--- src/rtl/instr_fetch_tracked_pkg.sv ---
// Shared types for the instruction fetch stage: addresses, raw words and
// the {raw, pc} pair that goes to decode, plus the response-path mode.
// No ports; imported by the interface, the tracker and the top.
package instr_fetch_tracked_pkg;

  localparam int ADDR_W = 32;
  localparam int RAW_W  = 32;

  typedef logic [ADDR_W-1:0] addr_t;
  typedef logic [RAW_W-1:0]  raw_t;

  typedef struct packed {
    raw_t  raw;
    addr_t pc;
  } fetched_instr_t;

  // What the response channel is doing this cycle.
  typedef enum logic [1:0] {
    MODE_IDLE  = 2'd0,  // nothing owed: responses are not accepted
    MODE_LIVE  = 2'd1,  // responses pair with tracker head and go to decode
    MODE_DROP  = 2'd2,  // responses owed for flushed requests are swallowed
    MODE_FLUSH = 2'd3   // flush pulse: swallow anything, no issue
  } resp_mode_e;

endpackage

--- src/rtl/instr_fetch_tracked_if.sv ---
// Handshake bundle around the fetch stage: PC in, fetched pair out,
// memory request out, memory response in, plus flush and idle.
// Latency n/a (wires only); slave = fetch stage, master = its environment.
interface instr_fetch_tracked_if;
  import instr_fetch_tracked_pkg::*;

  logic           pc_vld;
  logic           pc_rdy;
  addr_t          pc_dat;

  logic           fetched_vld;
  logic           fetched_rdy;
  fetched_instr_t fetched_dat;

  logic           mem_req_vld;
  logic           mem_req_rdy;
  addr_t          mem_req_dat;

  logic           mem_resp_vld;
  logic           mem_resp_rdy;
  raw_t           mem_resp_dat;

  logic           flush;
  logic           idle;

  modport slave (
    input  pc_vld, pc_dat, fetched_rdy, mem_req_rdy,
           mem_resp_vld, mem_resp_dat, flush,
    output pc_rdy, fetched_vld, fetched_dat, mem_req_vld, mem_req_dat,
           mem_resp_rdy, idle
  );

  modport master (
    output pc_vld, pc_dat, fetched_rdy, mem_req_rdy,
           mem_resp_vld, mem_resp_dat, flush,
    input  pc_rdy, fetched_vld, fetched_dat, mem_req_vld, mem_req_dat,
           mem_resp_rdy, idle
  );

endinterface

--- src/rtl/instr_fetch_tracked_fetch_tracker.sv ---
// Clearable circular FIFO of issued PCs; head is the PC of the oldest live request.
// Latency: head/count are registered, push/pop/clear take effect next cycle.
// No internal backpressure: caller never pushes when full nor pops when empty.
// Ports: i_clk, i_rst_n (async low), i_push/i_push_dat, i_pop, i_clr, o_count, o_head.
module instr_fetch_tracked_fetch_tracker
  import instr_fetch_tracked_pkg::*;
#(
  parameter int DEPTH = 2
) (
  input  logic                         i_clk,
  input  logic                         i_rst_n,
  input  logic                         i_push,
  input  addr_t                        i_push_dat,
  input  logic                         i_pop,
  input  logic                         i_clr,
  output logic [$clog2(DEPTH+1)-1:0]   o_count,
  output addr_t                        o_head
);

  localparam int CW = $clog2(DEPTH + 1);
  localparam int PW = (DEPTH > 1) ? $clog2(DEPTH) : 1;
  localparam logic [PW-1:0] LAST = PW'(DEPTH - 1);

  addr_t          r_mem [DEPTH];
  logic [PW-1:0]  r_wr_ptr;
  logic [PW-1:0]  r_rd_ptr;
  logic [CW-1:0]  r_count;

  // Explicit wrap so non-power-of-2 depths never index past DEPTH-1.
  function automatic logic [PW-1:0] ptr_inc(input logic [PW-1:0] p);
    return (p == LAST) ? '0 : p + PW'(1);
  endfunction

  always_ff @(posedge i_clk or negedge i_rst_n) begin
    if (!i_rst_n) begin
      r_wr_ptr <= '0;
      r_rd_ptr <= '0;
      r_count  <= '0;
    end else if (i_clr) begin
      r_wr_ptr <= '0;
      r_rd_ptr <= '0;
      r_count  <= '0;
    end else begin
      if (i_push) r_wr_ptr <= ptr_inc(r_wr_ptr);
      if (i_pop)  r_rd_ptr <= ptr_inc(r_rd_ptr);
      r_count <= r_count + CW'(i_push) - CW'(i_pop);
    end
  end

  // Storage needs no reset: count gates every read of it.
  always_ff @(posedge i_clk) begin
    if (i_push && !i_clr) r_mem[r_wr_ptr] <= i_push_dat;
  end

  assign o_count = r_count;
  assign o_head  = r_mem[r_rd_ptr];

endmodule

--- src/rtl/instr_fetch_tracked.sv ---
// Fetch stage: issues PCs to instruction memory, pairs in-order responses with
// their PCs (0 added latency), and swallows responses owed across a flush.
// Backpressure: pc stalls on mem_req_rdy / capacity / flush; mem_resp stalls on fetched_rdy.
// Ports: i_clk, i_rst_n (async low), if_bus (slave), o_live_cnt/o_drop_cnt observation.
module instr_fetch_tracked
  import instr_fetch_tracked_pkg::*;
#(
  parameter int MAX_INFLIGHT = 2
) (
  input  logic                                i_clk,
  input  logic                                i_rst_n,
  instr_fetch_tracked_if.slave                if_bus,
  output logic [$clog2(MAX_INFLIGHT+1)-1:0]   o_live_cnt,
  output logic [$clog2(MAX_INFLIGHT+1)-1:0]   o_drop_cnt
);

  localparam int CW = $clog2(MAX_INFLIGHT + 1);

  logic [CW-1:0]  w_live_cnt;
  logic [CW-1:0]  r_drop_cnt;
  logic [CW-1:0]  w_drop_nxt;
  logic [CW-1:0]  w_owed_sum;
  logic [CW:0]    w_owed;
  logic           w_room;
  logic           w_issue_ok;
  logic           w_issue_fire;
  logic           w_resp_fire;
  logic           w_pop;
  addr_t          w_head;
  resp_mode_e     w_mode;

  // Capacity from registered counts only, so a response this cycle never
  // opens a slot combinationally (no resp->req path).
  assign w_owed     = {1'b0, w_live_cnt} + {1'b0, r_drop_cnt};
  assign w_room     = w_owed < (CW+1)'(MAX_INFLIGHT);
  assign w_issue_ok = !if_bus.flush && w_room;

  assign if_bus.mem_req_vld = if_bus.pc_vld && w_issue_ok;
  assign if_bus.pc_rdy      = if_bus.mem_req_rdy && w_issue_ok;
  assign if_bus.mem_req_dat = if_bus.pc_dat;

  assign w_issue_fire = if_bus.mem_req_vld && if_bus.mem_req_rdy;
  assign w_resp_fire  = if_bus.mem_resp_vld && if_bus.mem_resp_rdy;

  // Drops must be drained before live responses: memory is in order, so
  // everything owed for flushed requests arrives first.
  always_comb begin
    w_mode = MODE_IDLE;
    if (if_bus.flush)           w_mode = MODE_FLUSH;
    else if (r_drop_cnt != '0)  w_mode = MODE_DROP;
    else if (w_live_cnt != '0)  w_mode = MODE_LIVE;
  end

  always_comb begin
    if_bus.fetched_vld  = 1'b0;
    if_bus.mem_resp_rdy = 1'b0;
    case (w_mode)
      MODE_FLUSH,
      MODE_DROP: if_bus.mem_resp_rdy = 1'b1;
      MODE_LIVE: begin
        if_bus.fetched_vld  = if_bus.mem_resp_vld;
        if_bus.mem_resp_rdy = if_bus.fetched_rdy;
      end
      default: ;  // unexpected response is left unaccepted
    endcase
  end

  assign if_bus.fetched_dat = '{raw: if_bus.mem_resp_dat, pc: w_head};
  assign w_pop = w_resp_fire && (w_mode == MODE_LIVE);

  // Live requests become owed drops on flush; a response accepted in the
  // flush cycle settles one of them immediately.
  assign w_owed_sum = r_drop_cnt + w_live_cnt;

  always_comb begin
    w_drop_nxt = r_drop_cnt;
    case (w_mode)
      MODE_FLUSH: begin
        if (w_resp_fire && w_owed_sum != '0) w_drop_nxt = w_owed_sum - CW'(1);
        else                                 w_drop_nxt = w_owed_sum;
      end
      MODE_DROP: if (w_resp_fire) w_drop_nxt = r_drop_cnt - CW'(1);
      default: ;
    endcase
  end

  always_ff @(posedge i_clk or negedge i_rst_n) begin
    if (!i_rst_n) r_drop_cnt <= '0;
    else          r_drop_cnt <= w_drop_nxt;
  end

  instr_fetch_tracked_fetch_tracker #(
    .DEPTH (MAX_INFLIGHT)
  ) u_tracker (
    .i_clk      (i_clk),
    .i_rst_n    (i_rst_n),
    .i_push     (w_issue_fire),
    .i_push_dat (if_bus.pc_dat),
    .i_pop      (w_pop),
    .i_clr      (if_bus.flush),
    .o_count    (w_live_cnt),
    .o_head     (w_head)
  );

  assign if_bus.idle = (w_live_cnt == '0) && (r_drop_cnt == '0);
  assign o_live_cnt  = w_live_cnt;
  assign o_drop_cnt  = r_drop_cnt;

endmodule

--- src/flat_wrapper.sv ---
// flat-port wrapper written by rule: the top's interface ports become plain ports
module instr_fetch_tracked_flat import instr_fetch_tracked_pkg::*;
#(
  parameter int MAX_INFLIGHT = 2
)
  (i_clk, i_rst_n, o_live_cnt, o_drop_cnt, if_bus_pc_vld, if_bus_pc_dat, if_bus_fetched_rdy, if_bus_mem_req_rdy, if_bus_mem_resp_vld, if_bus_mem_resp_dat, if_bus_flush, if_bus_pc_rdy, if_bus_fetched_vld, if_bus_fetched_dat, if_bus_mem_req_vld, if_bus_mem_req_dat, if_bus_mem_resp_rdy, if_bus_idle);
  instr_fetch_tracked_if if_bus_i ();
  input  logic i_clk;
  input  logic i_rst_n;
  output logic [$clog2(MAX_INFLIGHT+1)-1:0] o_live_cnt;
  output logic [$clog2(MAX_INFLIGHT+1)-1:0] o_drop_cnt;
  input wire logic [$bits(if_bus_i.pc_vld)-1:0] if_bus_pc_vld;
  input wire logic [$bits(if_bus_i.pc_dat)-1:0] if_bus_pc_dat;
  input wire logic [$bits(if_bus_i.fetched_rdy)-1:0] if_bus_fetched_rdy;
  input wire logic [$bits(if_bus_i.mem_req_rdy)-1:0] if_bus_mem_req_rdy;
  input wire logic [$bits(if_bus_i.mem_resp_vld)-1:0] if_bus_mem_resp_vld;
  input wire logic [$bits(if_bus_i.mem_resp_dat)-1:0] if_bus_mem_resp_dat;
  input wire logic [$bits(if_bus_i.flush)-1:0] if_bus_flush;
  output wire logic [$bits(if_bus_i.pc_rdy)-1:0] if_bus_pc_rdy;
  output wire logic [$bits(if_bus_i.fetched_vld)-1:0] if_bus_fetched_vld;
  output wire logic [$bits(if_bus_i.fetched_dat)-1:0] if_bus_fetched_dat;
  output wire logic [$bits(if_bus_i.mem_req_vld)-1:0] if_bus_mem_req_vld;
  output wire logic [$bits(if_bus_i.mem_req_dat)-1:0] if_bus_mem_req_dat;
  output wire logic [$bits(if_bus_i.mem_resp_rdy)-1:0] if_bus_mem_resp_rdy;
  output wire logic [$bits(if_bus_i.idle)-1:0] if_bus_idle;
  assign if_bus_i.pc_vld = if_bus_pc_vld;
  assign if_bus_i.pc_dat = if_bus_pc_dat;
  assign if_bus_i.fetched_rdy = if_bus_fetched_rdy;
  assign if_bus_i.mem_req_rdy = if_bus_mem_req_rdy;
  assign if_bus_i.mem_resp_vld = if_bus_mem_resp_vld;
  assign if_bus_i.mem_resp_dat = if_bus_mem_resp_dat;
  assign if_bus_i.flush = if_bus_flush;
  assign if_bus_pc_rdy = if_bus_i.pc_rdy;
  assign if_bus_fetched_vld = if_bus_i.fetched_vld;
  assign if_bus_fetched_dat = if_bus_i.fetched_dat;
  assign if_bus_mem_req_vld = if_bus_i.mem_req_vld;
  assign if_bus_mem_req_dat = if_bus_i.mem_req_dat;
  assign if_bus_mem_resp_rdy = if_bus_i.mem_resp_rdy;
  assign if_bus_idle = if_bus_i.idle;
  instr_fetch_tracked #(.MAX_INFLIGHT(MAX_INFLIGHT)) u_core (.i_clk(i_clk), .i_rst_n(i_rst_n), .if_bus(if_bus_i), .o_live_cnt(o_live_cnt), .o_drop_cnt(o_drop_cnt));
endmodule
--- config.mk ---
export PLATFORM = sky130hd
export DESIGN_NAME = instr_fetch_tracked_flat
export DESIGN_NICKNAME = d
export VERILOG_FILES = /design/src/rtl/instr_fetch_tracked_pkg.sv /design/src/rtl/instr_fetch_tracked_if.sv /design/src/rtl/instr_fetch_tracked_fetch_tracker.sv /design/src/rtl/instr_fetch_tracked.sv /design/src/flat_wrapper.sv
export SDC_FILE = /design/constraint.sdc
export NUM_CORES = 1
export LEC_CHECK = 0
export BUFFER_PORTS_ARGS = -buffer_cell sky130_fd_sc_hd__buf_2
export CORE_MARGIN = 3
export CORE_UTILIZATION = 36
export DETAILED_ROUTE_END_ITERATION = 8
export HOLD_SLACK_MARGIN = 0.1
export PLACE_DENSITY_LB_ADDON = 0.3
export SLEW_MARGIN = 20
export SYNTH_ARGS = -nofsm -noshare
export SYNTH_HDL_FRONTEND = slang
export SYNTH_SLANG_ARGS = --single-unit
--- constraint.sdc ---
create_clock -name i_clk -period 6.7 [get_ports i_clk]
set_input_delay 1.005 -clock i_clk [delete_from_list [all_inputs] [get_ports i_clk]]
set_output_delay 1.005 -clock i_clk [all_outputs]
set_load 0.02 [all_outputs]
==> metrics.md, run 1 <==
| Metric | Value |
|---|---|
| Status | `complete, no violations` |
| TritonCTS buffer count | `9` |
| CTS clk-pin slew, worst paths | `0.07 ns` |
| Largest family of logic cells by synthesized area | `buffers and inverters` |
| Worst Tran Pin Value | `0.9382 ns` |
| GRT Residual Overflow | `0` |
| Post-Syn Area | `approximately 0.0033 mm2` |
| CP required | `5.69 ns` |
| Main area contributors after synthesis | `edfxtp_1 (59%), buf_4 (15%), mux2_2 (11%)` |
| Final Core Density | `41.79%` |
| Number of remaining DRC errors | `0` |
| F_max | `326.1 MHz` |
| EDFF count, synth | `64` |
| Root Driver | `clkbuf_8` |
| CTS max path bufs | `2` |
| Hold WC Path Type | `in -> async` |
| Sw frac | `26.65%` |
| Power per cell area | `293.1 mW/mm2` |
| CP arrival | `2.06 ns` |
| Initial antenna violation count | `0` |
| Max-cap viol count | `0` |
| Sequential Power Share | `around 48%` |
| # rows | `34` |
| Worst path cell trace | `ha_1 -> fa_1 -> nor4b_4 -> buf_2` |
| Post-Synth XOR/XNOR Area | `1.068%` |
| Final std cells w/o fill | `382` |
| Crit start category | `flop` |
| CTS H-tree depth | `3` |
| DIE WIDTH | `slightly above 100 um` |
| Post_cts resized | `0` |
| Seq/Total Area, Yosys | `approximately 63%` |
| Critical Path Source | `u_core.u_tracker.o_count[0]$_DFF_PN0_` |
| Logic pwr share | `between 10% and 20%` |
| Cells after Synth | `217` |
| Minimum clock period after layout | `about 3.1 ns` |
| Rel. slew slack | `between 30% and 40%` |
| Yosys reg bits | `70` |
| DRT iter0 DRCs | `28` |
| Buf/Inv on CP | `1` |
| Post-route cell area | `0.003680 mm2` |
| Synth Area in Adders | `roughly 2.5%` |
| Area of all sequential standard cells | `0.002073 mm2` |
| Final Hold Vio Count | `0` |
| Cell taking the most area after synthesis | `edfxtp_1` |
| Top-area cell type share of the netlist area | `around 59%` |
| Setup TNS Final | `0 ns` |
| Total track usage | `10.27%` |
| Fraction of layout cells with a size suffix above 1 | `between 50% and 60%` |
| Fin. max-slew vios | `0` |
| R2R depth | `5` |
| Post-CTS setup buffer count | `0` |
| Top Ports | `around 180` |
| Simple-gate share of the synthesized area | `4.310%` |
| Final WL | `5.225 mm` |
| P_int | `0.0007911 W` |
| Syn Nets | `294` |
| Placer congestion estimate | `0.7219` |
| Switching power | `around 0.00029 W` |
| Die Y | `a little over 100 um` |
| Synth top cells by count | `buf_4 (64), edfxtp_1 (64), mux2_2 (32)` |
| Vias | `1706` |
| Input/output buffers | `between 100 and 150` |
| Largest net degree at the start of global routing | `35` |
| Routed Antenna Nets | `0` |
| Nets@finish | `347` |
| Worst path depth | `4` |
| WL/cell | `13.68 um` |
| Peak supply drop | `0.1382 mV` |
| CP top delay family | `adder cells` |
| Fill cells | `837` |
| CP Capture Type | `output port` |
| Yosys cell types | `29` |
| Vias in the first global route | `1670` |
| Slowest cell delay on critical path | `0.51 ns` |
| Area grow syn2layout | `12.17%` |
| Worst Setup Path Type | `reg -> out` |
| Dpl cell area | `0.003468 mm2` |
| # clock sinks | `70` |
| Mean area per synthesized cell | `~15 um2` |
| Post-synth ARST share | `8.571%` |
| Leakage power | `1.493 nW` |
| Crit-path max FO | `5` |
| Worst r2r src | `u_core.u_tracker.o_count[0]$_DFF_PN0_` |
| Diode count | `0` |
| Die area | `a little over 0.01 mm2` |
| Compound-gate portion of the synthesized area | `0.9535%` |
| Synth warnings | `0` |
| Placed instance count | `around 370` |
| CTS tree | `built` |
| Dominant synthesized flop cell | `edfxtp_1` |
| First-pass GRT wire length | `8.017 mm` |
| Worst-skew pair later-pin latency | `0.33 ns` |
| Vias per cell | `approximately 4.5` |
| Clock power frac | `between 30 and 40%` |
| RSZ-0062 raised after global routing | `false` |
| Hold buffer count at cts | `0` |
| Initial Util | `37.25%` |
| Final clock skew | `0.006792 ns` |
| Final setup fails | `0` |
| Slowest cell on crit path | `fa_1` |
| CORE AREA | `0.008806 mm2` |
| Post-synthesis mux area share | `between 10 and 15%` |
| First drt pass iteration count | `4` |
| Final Cycle Share | `between 40% and 50%` |
| Detailed placement HPWL | `3.581 mm` |
| Multi-input gate area | `about 680 um2` |
==> metal layers <==
layer | part of all wire, % | GRT usage (%) | vias to the layer above
li1 | - | - | 807
met1 | 44 | 13.42 | 806
met2 | 48 | 15.74 | 81
met3 | 6.9 | 3.099 | 12
met4 | 1.2 | 4.703 | 0
met5 | 0 | 0 | -
==> metrics by stage <==
| step | hold slack [ns] | setup WS, ns | power [W] |
|---|---|---|---|
| final | 0.4861 | 3.634 | 0.001078 |
| after global routing | 0.4749 | 3.502 | 0.001135 |
| after CTS | 0.4713 | 3.591 | 0.001096 |
| after detailed placement | 0.5456 | 3.835 | 0.0007351 |
| after global placement | 0.5417 | 3.876 | 0.0007311 |
| after floorplan | 0.4611 | 3.101 | 0.0007031 |
==> logic make-up after synthesis <==
group           count (synthesis)
mux                            34
fa+ha+maj                       6
buf+inv                        76
compound gates                  5
xor+xnor                        4
simple gates                   22
flops                          70
==> worst paths after layout <==
check | slack [ns] | to
hold / removal | 0.49 | u_core.o_drop_cnt[0]$_DFFE_PN0P_
hold reg to reg | 0.55 | u_core.u_tracker.r_wr_ptr$_DFFE_PN0P_
min in group i_clk | 0.55 | u_core.u_tracker.r_wr_ptr$_DFFE_PN0P_
setup / recovery | 3.63 | if_bus_mem_req_vld
setup reg to reg | 3.92 | u_core.u_tracker.r_mem[0][11]$_DFFE_PP_
max in group asynchronous | 6.04 | u_core.u_tracker.r_rd_ptr$_DFFE_PN0P_
==> layout make-up <==
| cell class | count | share of cell area [%] |
|---|---|---|
| flip-flops and latches | 70 | 56.34 |
| multi-input cells | 71 | 18.43 |
| repair buffers | 111 | 15.10 |
| well taps | 108 | 3.672 |
| clock buffers | 9 | 3.366 |
| clock inverters | 6 | 2.380 |
| inverters | 7 | 0.7140 |
==> sequential cells by signal, indices dropped and copies added (netlist names) <==
name and count:
u_core.u_tracker.o_count 2, u_core.o_drop_cnt 2, u_core.u_tracker.r_wr_ptr 1, u_core.u_tracker.r_rd_ptr 1, u_core.u_tracker.r_mem 64
==> power groups by stage <==
| stage | Sequential [W] | Combinational, W | Clock (W) |
|---|---|---|---|
| global route | 0.000521 | 0.000227 | 0.000387 |
| floorplan | 0.000532 | 0.000171 | 0 |
| CTS | 0.000518 | 0.000208 | 0.000369 |
| global placement | 0.000526 | 0.000205 | 0 |
| detailed placement | 0.000528 | 0.000207 | 0 |
| finish | 0.000518 | 0.000203 | 0.000357 |
==> placed cells by master, fill, tap and decap left out, types with 2 or more instances in the layout <==
cell type	Yosys	routed
dfrtp_1	6	5
mux2i_1	2	2
clkinvlp_4	0	3
clkbuf_8	0	9
xnor2_1	3	3
nor2_1	6	5
buf_2	4	111
and2b_1	2	2
bufinv_16	0	2
edfxtp_1	64	64
ha_1	5	5
inv_1	7	7
nand2_1	3	3
mux2_2	32	32
nor2b_1	3	3
Power figures use the tool's default switching activity.
==> run 2: changes to the inputs <==
--- a/config.mk
+++ b/config.mk
@@ -5,6 +5,7 @@
 export SDC_FILE = /design/constraint.sdc
 export NUM_CORES = 1
 export LEC_CHECK = 0
+export ABC_AREA = 1
 export BUFFER_PORTS_ARGS = -buffer_cell sky130_fd_sc_hd__buf_2
 export CORE_MARGIN = 3
 export CORE_UTILIZATION = 36
==> constraint.sdc (replaced) <==
create_clock -name i_clk -period 3.15 [get_ports i_clk]
set_input_delay 0.4725 -clock i_clk [delete_from_list [all_inputs] [get_ports i_clk]]
set_output_delay 0.4725 -clock i_clk [all_outputs]
set_load 0.02 [all_outputs]
==> run 2 against run 1 <==
Against the previous run: power increased by 110%; core utilization increased by 0.89 points; via count increased by 23%; critical path type is now reg -> reg.
==> metrics.md, run 2 <==
| Metric | Value |
|---|---|
| EDFF count, synth | `64 (unchanged)` |
| Post-Synth XOR/XNOR Area | `0.5263% (-0.54 points)` |
| Top Ports | `176 (unchanged)` |
| Vias per cell | `4.484 (+0.40%)` |
| CP arrival | `2.55 ns (+0.49 ns)` |
| DIE WIDTH | `102.2 um (+0.68%)` |
| Power per cell area | `611.9 mW/mm2 (+110%)` |
| TritonCTS buffer count | `9 (unchanged)` |
| Syn Nets | `376 (+28%)` |
| Peak supply drop | `0.3058 mV (+120%)` |
| Main area contributors after synthesis | `edfxtp_1 (58%), buf_4 (14%), nand2_1 (11%)` |
| RSZ-0062 raised after global routing | `false` |
| Simple-gate share of the synthesized area | `15.75% (+11 points)` |
| Crit-path max FO | `20 (+15)` |
| Post-synthesis mux area share | `0% (-12 points)` |
| Rel. slew slack | `59.32% (+22 points)` |
| Most common cell after layout, fill and taps aside | `buf_2` |
| Status | `complete, no violations` |
| Initial Util | `37.61% (+0.36 points)` |
| Leakage power | `1.728 nW (+16%)` |
| Post-CTS setup buffer count | `0 (unchanged)` |
| Final setup fails | `0 (unchanged)` |
| Worst-skew pair later-pin latency | `0.33 ns (about the same)` |
| Synth warnings | `0 (unchanged)` |
| Vias in the first global route | `2072 (+24%)` |
| Yosys cell types | `27 (-6.9%)` |
| Post-Syn Area | `0.003328 mm2 (+1.4%)` |
| Minimum clock period after layout | `2.507 ns` |
| Final clock skew | `0.005676 ns (-0.001116 ns)` |
| Largest net degree at the start of global routing | `35 (unchanged)` |
| # rows | `34 (unchanged)` |
| DRT iter0 DRCs | `88 (+210%)` |
| First drt pass iteration count | `3 (-1)` |
| Detailed placement HPWL | `4.462 mm (+25%)` |
| Cell mode on critical path | `nor2_4` |
| Dpl ws | `0.6423 ns (-3.193 ns)` |
| Nets@finish | `431 (+24%)` |
| Compound-gate portion of the synthesized area | `1.541% (+0.59 points)` |
| Routed Antenna Nets | `0 (unchanged)` |
| GRT Residual Overflow | `0 (unchanged)` |
| # clock sinks | `70 (unchanged)` |
| Final WL | `6.482 mm (+24%)` |
| Setup TNS Final | `0 ns (unchanged)` |
| Crit start category | `flop` |
| CTS tree | `built` |
| Dominant synthesized flop cell | `edfxtp_1` |
| Final Hold Vio Count | `0 (unchanged)` |
| Initial antenna violation count | `0 (unchanged)` |
| Number of remaining DRC errors | `0 (unchanged)` |
| Fin. max-slew vios | `0 (unchanged)` |
| Cells after Synth | `299 (+38%)` |
| CTS clk-pin slew, worst paths | `0.07 ns (about the same)` |
| CTS H-tree depth | `3 (unchanged)` |
| Hold WC Path Type | `in -> reg` |
| Post-synth ARST share | `8.571% (unchanged)` |
| F_max | `398.9 MHz` |
| CTS max path bufs | `2 (unchanged)` |
| Yosys reg bits | `70 (unchanged)` |
| Mean area per synthesized cell | `11.13 um2 (-26%)` |
| Slowest cell delay on critical path | `0.48 ns (-0.03 ns)` |
| Cell taking the most area after synthesis | `edfxtp_1` |
| Most numerous cell in the Yosys netlist | `nand2_1` |
| Fraction of layout cells with a size suffix above 1 | `40.95% (-19 points)` |
| Largest family of logic cells by synthesized area | `buffers and inverters` |
| Placer congestion estimate | `0.8426 (+17%)` |
| Worst path cell trace | `ha_1 -> fa_1 -> nor3_2 -> inv_2 -> nor2_4 -> nand2_4 -> nor2_4 -> buf_12` |
| WL/cell | `13.88 um (+1.5%)` |
| Seq/Total Area, Yosys | `62.26% (-0.90 points)` |
| First-pass GRT wire length | `9.998 mm (+25%)` |
| Die Y | `102.2 um (+0.68%)` |
| Total track usage | `12.79% (+2.5 points)` |
| Diode count | `0 (unchanged)` |
| Synth Area in Adders | `2.481% (-0.036 points)` |
| Root Driver | `clkbuf_8` |
| Vias | `2094 (+23%)` |
| Synth top cells by count | `nand2_1 (99), buf_4 (64), edfxtp_1 (64)` |
| Most frequent cells in the layout | `buf_2 (111), nand2_1 (99), edfxtp_1 (64), inv_1 (15), clkbuf_8 (9)` |
| Input/output buffers | `111 (unchanged)` |
| Die area | `0.01043 mm2 (+1.4%)` |
| Worst Setup Path Type | `reg -> reg` |
| CORE AREA | `0.008848 mm2 (+0.48%)` |
| Worst Tran Pin Value | `0.6093 ns (-0.3289 ns)` |
| CP required | `3.19 ns (-2.50 ns)` |
| Final Cycle Share | `between 70% and 80%` |
| Area grow syn2layout | `13.46%` |
| Top-area cell type share of the netlist area | `57.74% (-0.84 points)` |
| Dpl cell area | `0.003553 mm2 (+2.5%)` |
| CP Capture Type | `flop` |
| Slowest cell on crit path | `fa_1` |
| Max reg flops | `64 (unchanged)` |
| Final setup margin | `0.6428 ns (-2.991 ns)` |
| Max-cap viol count | `0 (unchanged)` |
| Most flop-heavy register | `u_core.u_tracker.r_mem` |
| Post-route cell area | `0.003776 mm2 (+2.6%)` |
-- run 2: cell types whose count changed in the layout (fill, tap and decap cells not counted), sizes merged, moves of 3 or more --
cell	delta
buf	+3
a21oi	+4
nor2b	-3
inv	+11
nor2	+7
nand3	+5
clkinvlp	-3
clkinv	+4
nand2	+98
mux2	-32
-- run 2: cell type report --
cell class	instances	area, um2
clock buffers	9	123.9
clock inverters	7	88.84
fillers	875	5072
inverters	18	67.56
multi-input cells	140	688.2
flip-flops and latches	70	2072
well taps	108	135.1
repair buffers	115	600.6
-- run 2: critical path, delay by kind of cell (launching register included) --
kind	cells	cell delay, ns
adder cells (fa/ha/maj)	2	0.71
buffers and inverters	2	0.30
flip-flops	1	0.43
AND/OR/NAND/NOR	4	0.77
-- run 2: worst paths after layout --
path,start,endpoint,slack [ns],cells past startpoint
worst max register to register,u_core.u_tracker.o_count[0]$_DFF_PN0_,u_core.u_tracker.r_mem[0][25]$_DFFE_PP_,0.64,8
max in group asynchronous,i_rst_n,u_core.u_tracker.r_rd_ptr$_DFFE_PN0P_,2.51,2
worst min-delay path,if_bus_pc_dat[30],u_core.u_tracker.r_mem[1][30]$_DFFE_PP_,0.33,1
worst min register to register,u_core.u_tracker.r_wr_ptr$_DFFE_PN0P_,u_core.u_tracker.r_wr_ptr$_DFFE_PN0P_,0.58,1
min in group asynchronous,i_rst_n,u_core.o_drop_cnt[0]$_DFFE_PN0P_,0.50,2
worst max-delay path,u_core.u_tracker.o_count[0]$_DFF_PN0_,u_core.u_tracker.r_mem[0][25]$_DFFE_PP_,0.64,8
-- run 2: routing by layer --
layer / vias up / GRT usage (%) / share of wire (%)
met5: - / 0 / 0
met4: 0 / 6.963 / 2.1
met3: 27 / 3.618 / 7.9
met2: 90 / 20.34 / 47
met1: 964 / 15.77 / 43
li1: 1013 / - / -
-- run 2: cell families (layout without fill, tap and decap cells) --
group / Yosys count / in the layout
AOI/OAI and AO/OA: 8 / 8
buffers and inverters: 89 / 149
and+or+nand+nor: 124 / 124
adders and majority gates: 6 / 6
xor gates and xnor gates: 2 / 2
DFF: 70 / 70
-- run 2: through the flow --
stage | instances | hold WS [ns] | power (W) | util (%)
finish | 467 | 0.3343 | 0.002310 | 42.68
global route | 467 | 0.3143 | 0.002432 | 42.68
CTS | 467 | 0.3169 | 0.002344 | 42.68
detailed placement | 450 | 0.3101 | 0.001569 | 40.16
global placement | 450 | 0.3062 | 0.001557 | 40.16
floorplan | 299 | 0.1769 | 0.001492 | -
-- run 2: timing repair --
item                      in CTS  in global routing
gates resized for setup        0                  0
hold buffers                   1                  0
hold endpoints to repair       6                  0
-- run 2: where the power goes --
group | switching (W) | leakage, nW | internal (W)
sequential | 0.0000300 | 0.656 | 0.00107
combinational | 0.000288 | 0.960 | 0.000158
clock | 0.000326 | 0.113 | 0.000441
==> run 3: changes to the inputs <==
==> constraint.sdc (replaced) <==
create_clock -name i_clk -period 2 [get_ports i_clk]
set_input_delay 0.3 -clock i_clk [delete_from_list [all_inputs] [get_ports i_clk]]
set_output_delay 0.3 -clock i_clk [all_outputs]
set_load 0.02 [all_outputs]
==> run 3 against run 2 <==
Against the previous run: the run now ends with negative setup slack left; clock skew down 0.0011 ns; sequential power up 56%; via count up 4.2%; core utilization up 3.4 points; sequential share of layout area down 3.9 points; worst setup slack worse by 0.80 ns; non-clock buffer count up 24; flip-flop and latch count unchanged; critical path depth up 1.
==> metrics.md, run 3 (same netlist as run 2, synthesis figures left out) <==
| Metric | Value |
|---|---|
| Peak supply drop | `0.4955 mV (+62%)` |
| Placed instance count | `462 (+2.7%)` |
| Most common cell after layout, fill and taps aside | `buf_2` |
| CTS clk-pin slew, worst paths | `0.07 ns (about the same)` |
| TritonCTS buffer count | `9 (unchanged)` |
| Die area | `0.01043 mm2 (unchanged)` |
| # clock sinks | `70 (unchanged)` |
| Final Cycle Share | `107.9% (+28 points)` |
| DIE WIDTH | `102.2 um (unchanged)` |
| Input/output buffers | `111 (unchanged)` |
| RSZ-0062 raised after global routing | `true` |
| Most flop-heavy register | `u_core.u_tracker.r_mem` |
| Logic pwr share | `24.2% (+4.9 points)` |
| # rows | `34 (unchanged)` |
| Worst Setup Path Type | `reg -> reg` |
| Max-cap viol count | `0 (unchanged)` |
| Vias in the first global route | `2186 (+5.5%)` |
| CTS max path bufs | `2 (unchanged)` |
| Largest net degree at the start of global routing | `20 (-43%)` |
| Final WL | `7.059 mm (+8.9%)` |
| Initial Util | `37.61% (unchanged)` |
| Detailed placement HPWL | `4.970 mm (+11%)` |
| Vias | `2182 (+4.2%)` |
| Final Core Density | `46.03% (+3.4 points)` |
| Slowest cell delay on critical path | `0.47 ns (about the same)` |
| Area grow syn2layout | `22.37%` |
| Status | `complete, but fails checks` |
| Sw frac | `29.66% (+1.8 points)` |
| Fin. max-slew vios | `0 (unchanged)` |
| WL/cell | `14.38 um (+3.6%)` |
| Placer congestion estimate | `0.7014 (-17%)` |
| CORE AREA | `0.008848 mm2 (unchanged)` |
| CTS tree | `built` |
| Rel. slew slack | `83.24% (+24 points)` |
| First-pass GRT wire length | `10.72 mm (+7.2%)` |
| Crit-path max FO | `5 (-75%)` |
| CP required | `2.05 ns (-1.14 ns)` |
| CP Capture Type | `flop` |
| Clock power frac | `26.7% (-6.5 points)` |
| Nets@finish | `455 (+5.6%)` |
| Root Driver | `clkbuf_8` |
| Total track usage | `13.96% (+1.2 points)` |
| Worst-skew pair later-pin latency | `0.33 ns (about the same)` |
| Worst path cell trace | `ha_4 -> fa_1 -> nor3_2 -> inv_2 -> nor2_4 -> nand2_4 -> nor2_4 -> buf_4 -> buf_6` |
| Cell mode on critical path | `nor2_4` |
| F_max | `463.3 MHz (+16%)` |
| Top Ports | `176 (unchanged)` |
| Vias per cell | `4.444 (-0.89%)` |
| CP arrival | `2.21 ns (-0.34 ns)` |
| DRT iter0 DRCs | `82 (-6.8%)` |
| Routed Antenna Nets | `0 (unchanged)` |
| Hold_ws | `0.1649 ns (-0.1694 ns)` |
| Number of remaining DRC errors | `0 (unchanged)` |
| Worst Tran Pin Value | `0.2514 ns (-0.3579 ns)` |
| First drt pass iteration count | `4 (+1)` |
| Dpl cell area | `0.003661 mm2 (+3.0%)` |
| Final setup margin | `-0.1586 ns (-0.8014 ns)` |
| Minimum clock period after layout | `2.159 ns (-0.3486 ns)` |
| Leakage power | `1.845 nW (+6.8%)` |
| Initial antenna violation count | `0 (unchanged)` |
| M2 GR Usage | `22.49% (+2.1 points)` |
| Sequential Power Share | `49.1% (+1.6 points)` |
| CP top delay family | `adder cells` |
| Fraction of layout cells with a size suffix above 1 | `45.95% (+5.0 points)` |
| Hold WC Path Type | `in -> reg` |
| Power per cell area | `860.5 mW/mm2 (+41%)` |
| CTS H-tree depth | `3 (unchanged)` |
| Final Hold Vio Count | `0 (unchanged)` |
| Die Y | `102.2 um (unchanged)` |
| Final setup fails | `68 (+68)` |
| Most frequent cells in the layout | `buf_2 (108), nand2_1 (99), edfxtp_1 (64), buf_4 (15), inv_1 (13)` |
| Dpl ws | `-0.1664 ns (-0.8087 ns)` |
| GRT Residual Overflow | `0 (unchanged)` |
| Switching power | `0.001040 W (+61%)` |
| Diode count | `0 (unchanged)` |
| Met1 layer usage reported by global route | `17.34% (+1.6 points)` |
| Max reg flops | `64 (unchanged)` |
| Final std cells w/o fill | `491 (+5.1%)` |
| P_int | `0.002465 W (+48%)` |
| Slowest cell on crit path | `fa_1` |
| GR Layer Usage met3 | `4.096% (+0.48 points)` |
| Final clock skew | `0.004535 ns (-0.001141 ns)` |
| Buf/Inv on CP | `3 (+1)` |
| Post-route cell area | `0.004073 mm2 (+7.9%)` |
| Failing checks | `negative setup slack` |
| Crit start category | `flop` |
| Fill cells | `834 (-4.7%)` |
| GRT busiest layer | `met2` |
run 3: metal layers:
metal  vias to the layer above  routed length (um)
met2                       110                3367
met5                         -                   0
met1                       983                2967
met4                         0                 169
met3                        21                 555
li1                       1068                   -
run 3: layout make-up:
class	count	area, um2	share of cell area, %
clock buffers	11	131.4	3.226
clock inverters	5	26.28	0.6452
inverters	18	70.07	1.720
multi-input cells	140	723.2	17.76
flip-flops and latches	70	2074	50.94
well taps	108	135.1	3.318
repair buffers	139	912.1	22.40
run 3: per-stage QoR:
stage / total power (W) / setup TNS [ns]
6_report: 0.003505 / -8.699
5_1_grt: 0.003693 / -15.17
4_1_cts: 0.003536 / -9.179
3_5_place_dp: 0.002525 / -8.849
3_3_place_gp: 0.002503 / -8.000
2_1_floorplan: 0.002359 / -34.84
run 3: power by group through the flow:
| stage | sequential, W | clock, W | combinational (W) |
|---|---|---|---|
| floorplan | 0.00178 | 0 | 0.000577 |
| global placement | 0.00174 | 0 | 0.000759 |
| detailed placement | 0.00175 | 0 | 0.000775 |
| CTS | 0.00172 | 0.000971 | 0.000848 |
| global route | 0.00173 | 0.00103 | 0.000935 |
| finish | 0.00172 | 0.000937 | 0.000848 |
run 3: timing repair:
| action | CTS | global route |
|---|---|---|
| pin swaps | 3 | 4 |
| gates resized for setup | 21 | 9 |
| endpoints found under the hold margin | 6 | 0 |
| hold buffers | 1 | 0 |
| setup endpoints to repair | 67 | 72 |
| gates cloned | 4 | 1 |
| buffers inserted | 8 | 1 |
run 3: path summary, 6_finish.rpt:
| check | from | endpoint | slack [ns] | cells past startpoint |
|---|---|---|---|---|
| max in group asynchronous | i_rst_n | u_core.o_drop_cnt[0]$_DFFE_PN0P_ | 1.53 | 2 |
| hold / removal | if_bus_pc_dat[2] | u_core.u_tracker.r_mem[0][2]$_DFFE_PP_ | 0.16 | 1 |
| min in group asynchronous | i_rst_n | u_core.u_tracker.o_count[1]$_DFF_PN0_ | 0.31 | 2 |
| setup / recovery | u_core.u_tracker.o_count[0]$_DFF_PN0_ | u_core.u_tracker.r_mem[0][17]$_DFFE_PP_ | -0.16 | 9 |
| hold reg to reg | u_core.u_tracker.r_rd_ptr$_DFFE_PN0P_ | u_core.u_tracker.r_rd_ptr$_DFFE_PN0P_ | 0.59 | 2 |
| setup reg to reg | u_core.u_tracker.o_count[0]$_DFF_PN0_ | u_core.u_tracker.r_mem[0][17]$_DFFE_PP_ | -0.16 | 9 |
